File: src/rtl/clock_ctrl_if.sv
// Signal bundle between the alarm-clock front panel/counters and the clock_ctrl sequencer.
// There is no handshake: every input is a level or one-clk strobe sampled on each clk edge.
interface clock_ctrl_if;
  // Inputs to the sequencer
  logic       tick;
  logic       timeset;
  logic       alarmset;
  logic       minadv;
  logic       hrsadv;
  logic       alarmon;
  logic       snooze;
  logic       s_max;
  logic       m_max;
  logic       alarm_match;

  // Outputs from the sequencer
  logic       sec_en;
  logic       tmin_en;
  logic       thrs_en;
  logic       amin_en;
  logic       ahrs_en;
  logic       disp_alarm;
  logic       buzz;
  logic [1:0] mode;
  logic [1:0] alarm_state;  // debug view of the alarm FSM: 0 idle, 1 ring, 2 snooze

  modport slave (
    input  tick, timeset, alarmset, minadv, hrsadv, alarmon, snooze,
           s_max, m_max, alarm_match,
    output sec_en, tmin_en, thrs_en, amin_en, ahrs_en, disp_alarm, buzz,
           mode, alarm_state
  );

  modport master (
    output tick, timeset, alarmset, minadv, hrsadv, alarmon, snooze,
           s_max, m_max, alarm_match,
    input  sec_en, tmin_en, thrs_en, amin_en, ahrs_en, disp_alarm, buzz,
           mode, alarm_state
  );
endinterface

File: src/rtl/clock_ctrl.sv
// Mode register, counter-enable decode and ring/snooze/timeout alarm sequencer
// for the alarm-clock datapath.
module clock_ctrl #(
  parameter int NS       = 60,
  parameter int NH       = 24,
  parameter int SNOOZE_S = 540,
  parameter int RING_S   = 60
) (
  input  logic         clk,
  input  logic         rst,
  clock_ctrl_if.slave  bus
);

  localparam logic [1:0] MODE_RUN  = 2'd0;
  localparam logic [1:0] MODE_TSET = 2'd1;
  localparam logic [1:0] MODE_ASET = 2'd2;

  localparam logic [1:0] ST_IDLE   = 2'd0;
  localparam logic [1:0] ST_RING   = 2'd1;
  localparam logic [1:0] ST_SNOOZE = 2'd2;

  localparam int RW = $clog2(RING_S);
  localparam int SW = $clog2(SNOOZE_S + 1);

  localparam logic [RW-1:0] RING_LAST   = RW'(RING_S - 1);
  localparam logic [SW-1:0] SNOOZE_LOAD = SW'(SNOOZE_S);
  localparam logic [SW-1:0] SNOOZE_ONE  = SW'(1);

  if (NS < 2 || NH < 2 || RING_S < 2 || SNOOZE_S < 1) begin : g_bad_param
    $error("clock_ctrl: moduli and ring length must be >= 2, snooze length >= 1");
  end

  // ---------------------------------------------------------------
  // Mode register
  // ---------------------------------------------------------------
  logic [1:0] mode_q;
  logic [1:0] mode_d;

  always_comb begin
    mode_d = MODE_RUN;
    if (bus.timeset) begin
      mode_d = MODE_TSET;
    end else if (bus.alarmset) begin
      mode_d = MODE_ASET;
    end
  end

  always_ff @(posedge clk or negedge rst) begin
    if (!rst) begin
      mode_q <= MODE_RUN;
    end else begin
      mode_q <= mode_d;
    end
  end

  // ---------------------------------------------------------------
  // Counter enables; forced low while reset is asserted
  // ---------------------------------------------------------------
  logic sec_en;
  logic tmin_en;
  logic thrs_en;
  logic amin_en;
  logic ahrs_en;

  always_comb begin
    sec_en  = 1'b0;
    tmin_en = 1'b0;
    thrs_en = 1'b0;
    amin_en = 1'b0;
    ahrs_en = 1'b0;
    if (rst) begin
      case (mode_q)
        MODE_RUN: begin
          sec_en  = bus.tick;
          tmin_en = bus.tick & bus.s_max;
          thrs_en = bus.tick & bus.s_max & bus.m_max;
        end
        MODE_TSET: begin
          // Seconds frozen; hour advance carries nothing from minutes
          tmin_en = bus.tick & bus.minadv;
          thrs_en = bus.tick & bus.hrsadv;
        end
        MODE_ASET: begin
          sec_en  = bus.tick;
          tmin_en = bus.tick & bus.s_max;
          thrs_en = bus.tick & bus.s_max & bus.m_max;
          amin_en = bus.tick & bus.minadv;
          ahrs_en = bus.tick & bus.hrsadv;
        end
        default: begin
          sec_en = 1'b0;
        end
      endcase
    end
  end

  assign bus.sec_en     = sec_en;
  assign bus.tmin_en    = tmin_en;
  assign bus.thrs_en    = thrs_en;
  assign bus.amin_en    = amin_en;
  assign bus.ahrs_en    = ahrs_en;
  assign bus.disp_alarm = (mode_q == MODE_ASET);
  assign bus.mode       = mode_q;

  // ---------------------------------------------------------------
  // Alarm FSM
  // ---------------------------------------------------------------
  logic [1:0]    state_q;
  logic [1:0]    state_d;
  logic [RW-1:0] ring_ct_q;
  logic [RW-1:0] ring_ct_d;
  logic [SW-1:0] snz_ct_q;
  logic [SW-1:0] snz_ct_d;
  logic          match_dly;
  logic          snooze_dly;
  logic          buzz_q;
  logic          trigger;
  logic          snooze_edge;

  // Only the rising edge of match rings, so a dismissed alarm stays quiet for the rest of that minute
  assign trigger     = bus.alarm_match & ~match_dly & bus.alarmon & (mode_q != MODE_TSET);
  assign snooze_edge = bus.snooze & ~snooze_dly;

  always_comb begin
    state_d   = state_q;
    ring_ct_d = ring_ct_q;
    snz_ct_d  = snz_ct_q;
    if (mode_q == MODE_TSET) begin
      state_d = ST_IDLE;
    end else begin
      case (state_q)
        ST_IDLE: begin
          if (trigger) begin
            state_d   = ST_RING;
            ring_ct_d = '0;
          end
        end
        ST_RING: begin
          if (!bus.alarmon) begin
            state_d = ST_IDLE;
          end else if (snooze_edge) begin
            state_d  = ST_SNOOZE;
            snz_ct_d = SNOOZE_LOAD;
          end else if (bus.tick) begin
            if (ring_ct_q >= RING_LAST) begin
              state_d = ST_IDLE;
            end else begin
              ring_ct_d = ring_ct_q + 1'b1;
            end
          end
        end
        ST_SNOOZE: begin
          if (!bus.alarmon) begin
            state_d = ST_IDLE;
          end else if (bus.tick) begin
            if (snz_ct_q <= SNOOZE_ONE) begin
              state_d   = ST_RING;
              ring_ct_d = '0;
            end else begin
              snz_ct_d = snz_ct_q - 1'b1;
            end
          end
        end
        default: begin
          state_d = ST_IDLE;
        end
      endcase
    end
  end

  always_ff @(posedge clk or negedge rst) begin
    if (!rst) begin
      state_q    <= ST_IDLE;
      ring_ct_q  <= '0;
      snz_ct_q   <= '0;
      match_dly  <= 1'b0;
      snooze_dly <= 1'b0;
      buzz_q     <= 1'b0;
    end else begin
      state_q    <= state_d;
      ring_ct_q  <= ring_ct_d;
      snz_ct_q   <= snz_ct_d;
      match_dly  <= bus.alarm_match;
      snooze_dly <= bus.snooze;
      buzz_q     <= (state_d == ST_RING);
    end
  end

  assign bus.buzz        = buzz_q;
  assign bus.alarm_state = state_q;

endmodule

File: src/flat_wrapper.sv
// flat-port wrapper written by rule: the top's interface ports become plain ports
module clock_ctrl_flat 
#(
  parameter int NS       = 60,
  parameter int NH       = 24,
  parameter int SNOOZE_S = 540,
  parameter int RING_S   = 60
)
  (clk, rst, bus_tick, bus_timeset, bus_alarmset, bus_minadv, bus_hrsadv, bus_alarmon, bus_snooze, bus_s_max, bus_m_max, bus_alarm_match, bus_sec_en, bus_tmin_en, bus_thrs_en, bus_amin_en, bus_ahrs_en, bus_disp_alarm, bus_buzz, bus_mode, bus_alarm_state);
  clock_ctrl_if bus_i ();
  input  logic clk;
  input  logic rst;
  input wire logic [$bits(bus_i.tick)-1:0] bus_tick;
  input wire logic [$bits(bus_i.timeset)-1:0] bus_timeset;
  input wire logic [$bits(bus_i.alarmset)-1:0] bus_alarmset;
  input wire logic [$bits(bus_i.minadv)-1:0] bus_minadv;
  input wire logic [$bits(bus_i.hrsadv)-1:0] bus_hrsadv;
  input wire logic [$bits(bus_i.alarmon)-1:0] bus_alarmon;
  input wire logic [$bits(bus_i.snooze)-1:0] bus_snooze;
  input wire logic [$bits(bus_i.s_max)-1:0] bus_s_max;
  input wire logic [$bits(bus_i.m_max)-1:0] bus_m_max;
  input wire logic [$bits(bus_i.alarm_match)-1:0] bus_alarm_match;
  output wire logic [$bits(bus_i.sec_en)-1:0] bus_sec_en;
  output wire logic [$bits(bus_i.tmin_en)-1:0] bus_tmin_en;
  output wire logic [$bits(bus_i.thrs_en)-1:0] bus_thrs_en;
  output wire logic [$bits(bus_i.amin_en)-1:0] bus_amin_en;
  output wire logic [$bits(bus_i.ahrs_en)-1:0] bus_ahrs_en;
  output wire logic [$bits(bus_i.disp_alarm)-1:0] bus_disp_alarm;
  output wire logic [$bits(bus_i.buzz)-1:0] bus_buzz;
  output wire logic [$bits(bus_i.mode)-1:0] bus_mode;
  output wire logic [$bits(bus_i.alarm_state)-1:0] bus_alarm_state;
  assign bus_i.tick = bus_tick;
  assign bus_i.timeset = bus_timeset;
  assign bus_i.alarmset = bus_alarmset;
  assign bus_i.minadv = bus_minadv;
  assign bus_i.hrsadv = bus_hrsadv;
  assign bus_i.alarmon = bus_alarmon;
  assign bus_i.snooze = bus_snooze;
  assign bus_i.s_max = bus_s_max;
  assign bus_i.m_max = bus_m_max;
  assign bus_i.alarm_match = bus_alarm_match;
  assign bus_sec_en = bus_i.sec_en;
  assign bus_tmin_en = bus_i.tmin_en;
  assign bus_thrs_en = bus_i.thrs_en;
  assign bus_amin_en = bus_i.amin_en;
  assign bus_ahrs_en = bus_i.ahrs_en;
  assign bus_disp_alarm = bus_i.disp_alarm;
  assign bus_buzz = bus_i.buzz;
  assign bus_mode = bus_i.mode;
  assign bus_alarm_state = bus_i.alarm_state;
  clock_ctrl #(.NS(NS), .NH(NH), .SNOOZE_S(SNOOZE_S), .RING_S(RING_S)) u_core (.clk(clk), .rst(rst), .bus(bus_i));
endmodule
File: config.mk
export PLATFORM = sky130hd
export DESIGN_NAME = clock_ctrl_flat
export DESIGN_NICKNAME = d
export VERILOG_FILES = /design/src/rtl/clock_ctrl_if.sv /design/src/rtl/clock_ctrl.sv /design/src/flat_wrapper.sv
export SDC_FILE = /design/constraint.sdc
export NUM_CORES = 1
export LEC_CHECK = 0
export ABC_AREA = 1
export CELL_PAD_IN_SITES_DETAIL_PLACEMENT = 0
export CELL_PAD_IN_SITES_GLOBAL_PLACEMENT = 2
export CORE_ASPECT_RATIO = 0.6
export CORE_MARGIN = 3
export CORE_UTILIZATION = 33
export CTS_BUF_LIST = sky130_fd_sc_hd__clkbuf_2
export CTS_CLUSTER_DIAMETER = 100
export DETAILED_ROUTE_END_ITERATION = 6
export PLACE_DENSITY = 0.93
export SLEW_MARGIN = 10
export SYNTH_ARGS = -nofsm -noshare
export SYNTH_HDL_FRONTEND = slang
export SYNTH_SLANG_ARGS = --single-unit
File: constraint.sdc
create_clock -name clk -period 3.55 [get_ports clk]
set_input_delay 0.8875 -clock clk [delete_from_list [all_inputs] [get_ports clk]]
set_output_delay 0.8875 -clock clk [all_outputs]
set_load 0.02 [all_outputs]
==> results of run 1 <==
## placed cells by master, fill, tap and decap left out
| cell | synthesis | layout |
|---|---|---|
| nand2_4 | 1 | 1 |
| nand3b_1 | 1 | 1 |
| nand2_2 | 4 | 4 |
| dlymetal6s2s_1 | 0 | 1 |
| a31oi_1 | 1 | 1 |
| o21ai_0 | 2 | 2 |
| nand3_1 | 24 | 24 |
| inv_2 | 2 | 2 |
| nand4_1 | 3 | 3 |
| clkbuf_2 | 0 | 4 |
| nand2_1 | 78 | 78 |
| nor2_1 | 40 | 40 |
| dfrtp_1 | 23 | 23 |
| xnor2_1 | 1 | 1 |
| a21oi_1 | 5 | 5 |
| nand3_2 | 10 | 10 |
| and2_1 | 2 | 2 |
| nor3_1 | 1 | 1 |
| clkdlybuf4s50_1 | 0 | 21 |
| o21ai_2 | 2 | 2 |
| or2_2 | 3 | 3 |
| buf_4 | 1 | 1 |
| xor2_1 | 3 | 3 |
| ha_1 | 3 | 3 |
| nor2_4 | 2 | 2 |
| inv_1 | 23 | 23 |
| nor2_2 | 1 | 1 |
## routing by layer
metal  up-vias  wire length (um)  global-route usage, %  share of wire (%)
li1        796                 -                      -                  -
met1       687              2180                   21.6                 54
met2        43              1510                   20.7                 38
met3         2               293                   4.94                7.3
met4         0                25                   1.80               0.62
met5         -                 0                      0                  0
## cells by family after synthesis
group | synth area share, %
buffers and inverters | 8.13
AOI/OAI and AO/OA | 3.61
adders and majority gates | 2.30
xor gates and xnor gates | 2.15
DFF | 35.3
and+or+nand+nor | 48.5
## through the flow
stage / area, sq um / util (%)
after global routing: 1920 / 41.2
final: 1920 / 41.2
after floorplan: 1630 / -
after detailed placement: 1900 / 40.7
after CTS: 1920 / 41.2
after global placement: 1900 / 40.7
## tightest hold or removal path, cell delays in order (launching register included)
cell and delay (ps):
dfrtp_1 440, nand3_2 80, nand2_1 50
## worst max-delay path by stage
stage,from,endpoint,slack [ps],depth (start not counted)
after detailed placement,bus_tick,bus_thrs_en,150,6
after CTS,bus_tick,bus_thrs_en,130,6
after floorplan,bus_tick,bus_sec_en,1070,3
after global placement,bus_tick,bus_thrs_en,180,6
final,rst,bus_sec_en,270,4
after global routing,rst,bus_sec_en,120,4
## power by group
part,internal (uW),switching [uW]
Sequential,290,38.7
Clock,29.8,84.7
Combinational,96.8,130
## state kept, by name, summed over array words and instances, names as in the netlist
signal	cells
u_core.bus.mode	2
u_core.snooze_dly	1
u_core.bus.alarm_state	2
u_core.bus.buzz	1
u_core.ring_ct_q	6
u_core.match_dly	1
u_core.snz_ct_q	10
## final cells by class
| class | count | area [sq um] |
|---|---|---|
| Fill cell | 501 | 2740 |
| Sequential cell | 23 | 576 |
| Multi-Input combinational cell | 187 | 922 |
| Inverter | 25 | 93.8 |
| Clock buffer | 4 | 20.0 |
| Timing Repair Buffer | 23 | 230 |
| Tap cell | 63 | 78.8 |
==> out/results.txt, run 1 <==
Worst Hold Path EP: u_core.snz_ct_q[0]
DRT antenna net count: 0
WP data arrival: 2390 ps
Crit Path Max Fanout: 6
R2R Path End: u_core.snz_ct_q[9]
Power, Total: 670 uW
CP top delay family: buffers and inverters
Worst reg-to-reg setup slack: 1400 ps
Initial Util: 35.0%
Post-synth EDFFs: 0
Number of DRC markers in iteration 0: 102
Max Fclk: 0.305 GHz
Post-route minimum period: 3280 ps
GRT Total Usage: 14.4%
Total grt overflow: 0
Critical path class: input pin to output pin
Max incr delay on CP: 640 ps
Vert. Die Dim: 60.4 um
Vias in the first global route: 1359
R2R depth: 9
Net Count, Synth: 255
Hold path depth: 2
Leakage power: 0.000939 uW
Post-Syn Area per Cell: 6.79 sq um
H-tree Lvls: 1
CTS Hold Bufs: 0
IO Pins: 23
Worst Skew: 2.15 ps
Min-Delay Startpoint: u_core.snz_ct_q[0]
Cells along the critical path: clkdlybuf4s50_1 > inv_1 > nor3_1 > clkdlybuf4s50_1
Placement Setup Slack: 147 ps
Setup_tns: 0 ps
CTS buffer count: 3
Synth Instances: 240
Async set or reset register ratio after synthesis: 100%
Synth Register Bits: 23
Nets: 278
Finished Layout Cells: 325
Hold violation total from the final report: 0
Routed WL: 4.01 mm
Synthesis Warnings: 0
Die span in x: 96.7 um
Largest net degree at the start of global routing: 21
Syn-to-layout area delta: 17.8%
Clk slew on worst S/H paths: 230 ps
WP data required: 2660 ps
Num rows: 19
Initial antenna violation count: 0
Avg WL per Cell: 12.3 um
Post-synthesis sequential area ratio: 35.3%
PwrDens: 349 mW/mm^2
Crit-path slowest cell: clkdlybuf4s50_1
Max-cap violations: 0
Period utilization: 92.3%
Clk_lat worst skew: 350 ps
RSZ-0062 raised after global routing: false
Slew HR: 70.7%
HPWL after DPL: 3.06 mm
Crit. End Element: output pin
Layout cells sized above 1: 11.5%
Yosys top cell by area: dfrtp_1
CTS max path bufs: 2
Top_reg_cell synth: dfrtp_1
Placed Instances: 321
Worst path most repeated cell: clkdlybuf4s50_1
Final setup fails: 0
Sink Count: 23
Vias: 1528
Vias per cell: 4.70
Maximum vdd drop: 112 uV
Worst-Margin Slew: 439 ps
Worst setup margin: 274 ps
Final hold slack: 571 ps
CTS root buffer: clkbuf_2
Post_cts resized: 0
Distinct cells, synth: 27
Path type of the worst min-delay path: register to register
Post-synth top cells: 78 x nand2_1, 40 x nor2_1, 24 x nand3_1
DIE AREA: 0.00585 sq mm
CTS tree: built
Setup crit start kind: input pin
Largest cells by area after synthesis: dfrtp_1 35%, nand2_1 18%, nor2_1 9.2%, nand3_1 7.4%, nand3_2 6.1%
Port Buf Inserts: 22
CORE AREA: 0.00466 sq mm
Crit Reg-Reg Startpoint: u_core.snz_ct_q[0]
Most numerous cell in the Yosys netlist: nand2_1
Setup Fix Bufs, Post-CTS: 0
Drt pass-1 iters: 4
Synth Cell Area: 0.00163 sq mm
Final GP Congestion: 0.796
Synth top area share: 35.3%
Drt drc: 0
Total inserted antenna cells: 0
First-pass GRT wire length: 6.72 mm
Status: complete, no violations
Slew Viols, Final: 0
Worst Path Buf+Inv: 3
Power figures use the tool's default switching activity.
==> run 2: changes to the inputs <==
--- a/config.mk
+++ b/config.mk
@@ -9,7 +9,7 @@
 export CELL_PAD_IN_SITES_DETAIL_PLACEMENT = 0
 export CELL_PAD_IN_SITES_GLOBAL_PLACEMENT = 2
 export CORE_ASPECT_RATIO = 0.6
-export CORE_MARGIN = 3
+export CORE_MARGIN = 2
 export CORE_UTILIZATION = 33
 export CTS_BUF_LIST = sky130_fd_sc_hd__clkbuf_2
 export CTS_CLUSTER_DIAMETER = 100
==> run 2 against run 1 <==
Compared with the run above: design area down 0.13%; hold slack about the same; die area down 5.3%; clock-buffer cell count unchanged; sequential share of layout area about the same; clock skew up 20 ps; final cell count unchanged; utilization down 0.054 points; fmax down 2.6%; critical path depth up 2; clock power about the same; critical path type unchanged.
==> out/results.txt, run 2 (synthesis results as in run 1) <==
Status: complete, no violations
Vias in the first global route: 1448 (+6.5%)
DIE AREA: 0.00554 sq mm (-5.3%)
Largest net degree at the start of global routing: 24 (+14%)
CTS buffer count: 3 (unchanged)
Final setup fails: 0 (unchanged)
GRT Total Usage: 16.6% (+2.1 points)
Slew HR: 71.3% (+0.52 points)
Post-route minimum period: 3360 ps (+86.7 ps)
Crit Path Max Fanout: 8 (+2)
Most common cell after layout, fill and taps aside: nand2_1
Sink Count: 23 (unchanged)
Most frequent cells in the layout: 78 x nand2_1, 40 x nor2_1, 24 x nand3_1
Leakage power: 0.000930 uW (-0.97%)
R2R depth: 9 (unchanged)
Vias per cell: 4.67 (-0.72%)
First-pass GRT wire length: 7.03 mm (+4.6%)
Maximum vdd drop: 134 uV (+20%)
CTS root buffer: clkbuf_2
Switching pwr: 256 uW (+1.1%)
Syn-to-layout area delta: 17.7%
Critical path class: input pin to output pin
Vias: 1517 (-0.72%)
Fill cells: 517 (+3.2%)
Hold path depth: 2 (unchanged)
IO Pins: 23 (unchanged)
Switch share: 38.1% (+0.26 points)
Clk network pwr share: 17.4% (+0.3 points)
Clk_lat worst skew: 360 ps (about the same)
Worst Skew: 22.2 ps (+20.0 ps)
Number of DRC markers in iteration 0: 66 (-35%)
Final GP Congestion: 0.797 (+0.14%)
Biggest regs: u_core.snz_ct_q: 10 flops, u_core.ring_ct_q: 6 flops
Hold violation total from the final report: 0 (unchanged)
Slew Viols, Final: 0 (unchanged)
Post_cts resized: 0 (unchanged)
R2R Path End: u_core.snz_ct_q[3]
Avg WL per Cell: 12.4 um (+0.15%)
H-tree Lvls: 1 (unchanged)
Power Internal: 417 uW (about the same)
Design area: 0.00192 sq mm (-0.13%)
Worst reg-to-reg setup slack: 1410 ps (about the same)
Clk slew on worst S/H paths: 250 ps (+20 ps)
Setup crit start kind: input pin
Port Buf Inserts: 22 (unchanged)
CTS Hold Bufs: 0 (unchanged)
WP data arrival: 2480 ps (+90 ps)
Period utilization: 94.7% (+2.4 points)
RSZ-0062 raised after global routing: false
HPWL after DPL: 3.05 mm (-0.23%)
Nets: 278 (unchanged)
Worst-Margin Slew: 431 ps (-7.83 ps)
WP data required: 2660 ps (about the same)
PwrDens: 351 mW/mm^2 (+0.55%)
Path type of the worst min-delay path: register to register
Vert. Die Dim: 58.4 um (-3.3%)
Routed WL: 4.02 mm (+0.15%)
Min-Delay Startpoint: u_core.snz_ct_q[0]
Comb power frac: 33.5% (-0.3 points)
Setup Fix Bufs, Post-CTS: 0 (unchanged)
CTS max path bufs: 2 (unchanged)
Total inserted antenna cells: 0 (unchanged)
Total grt overflow: 0 (unchanged)
Layout cells sized above 1: 11.5% (unchanged)
Max-cap violations: 0 (unchanged)
DRT antenna net count: 0 (unchanged)
Max Fclk: 0.297 GHz (-2.6%)
Initial antenna violation count: 0 (unchanged)
CTS tree: built
Setup_tns: 0 ps (unchanged)
Max FFs per register: 10 (unchanged)
Most flops, register: u_core.snz_ct_q
Final hold slack: 570 ps (-0.361 ps)
Crit Reg-Reg Startpoint: u_core.snz_ct_q[0]
Die span in x: 94.7 um (-2.1%)
Initial Util: 35.0% (unchanged)
Worst Hold Path EP: u_core.snz_ct_q[0]
CORE AREA: 0.00466 sq mm (unchanged)
Seq pwr share: 49.1% (about the same)
DP Area: 0.00190 sq mm (unchanged)
Drt pass-1 iters: 4 (unchanged)
Crit. End Element: output pin
Drt drc: 0 (unchanged)
Num rows: 19 (unchanged)
## run 2: changes by cell type in the layout (fill, tap and decap cells not counted), sizes merged
cell           change
clkdlybuf4s50      +1
dlymetal6s2s       -1
## run 2: per-stage QoR
step / utilization [%] / total power [uW] / cells / setup WS, ps
after floorplan: - / 495 / 240 / 1070
after global placement: 40.7 / 559 / 321 / 193
after detailed placement: 40.7 / 561 / 321 / 179
after CTS: 41.2 / 679 / 325 / 166
after global routing: 41.2 / 732 / 325 / 51.9
final: 41.2 / 673 / 325 / 187
## run 2: routing by layer
metal,up-vias,GRT usage [%],wire length [um]
li1,793,-,-
met1,675,26.1,2240
met2,47,21.9,1420
met3,2,5.25,331
met4,0,3.11,22
met5,-,0,0
## run 2: power by group through the flow
stage	sequential [uW]	combinational, uW	clock (uW)
after floorplan	326	169	0
after CTS	330	228	120
after global routing	335	261	135
after detailed placement	333	228	0
after global placement	334	226	0
final	330	226	117
## run 2: how the worst max path moves through the flow
stage / from / endpoint / slack (ps)
final: bus_tick / bus_thrs_en / 190
after global routing: bus_tick / bus_thrs_en / 50
after CTS: bus_tick / bus_thrs_en / 170
after detailed placement: bus_tick / bus_thrs_en / 180
after global placement: bus_tick / bus_thrs_en / 190
after floorplan: bus_tick / bus_sec_en / 1070
## run 2: final cells by class
class	instances	area, sq um	area share, %
Inverter	25	93.8	4.89
Multi-Input combinational cell	187	922	48.1
Sequential cell	23	576	30.0
Tap cell	63	78.8	4.11
Clock buffer	4	20.0	1.04
Timing Repair Buffer	23	228	11.9
## run 2: critical path, cell delays in order
cell and delay (ps):
clkdlybuf4s50_1 620, nand2_1 80, nor2_1 120, a21oi_1 80, nor2_1 80, clkdlybuf4s50_1 600
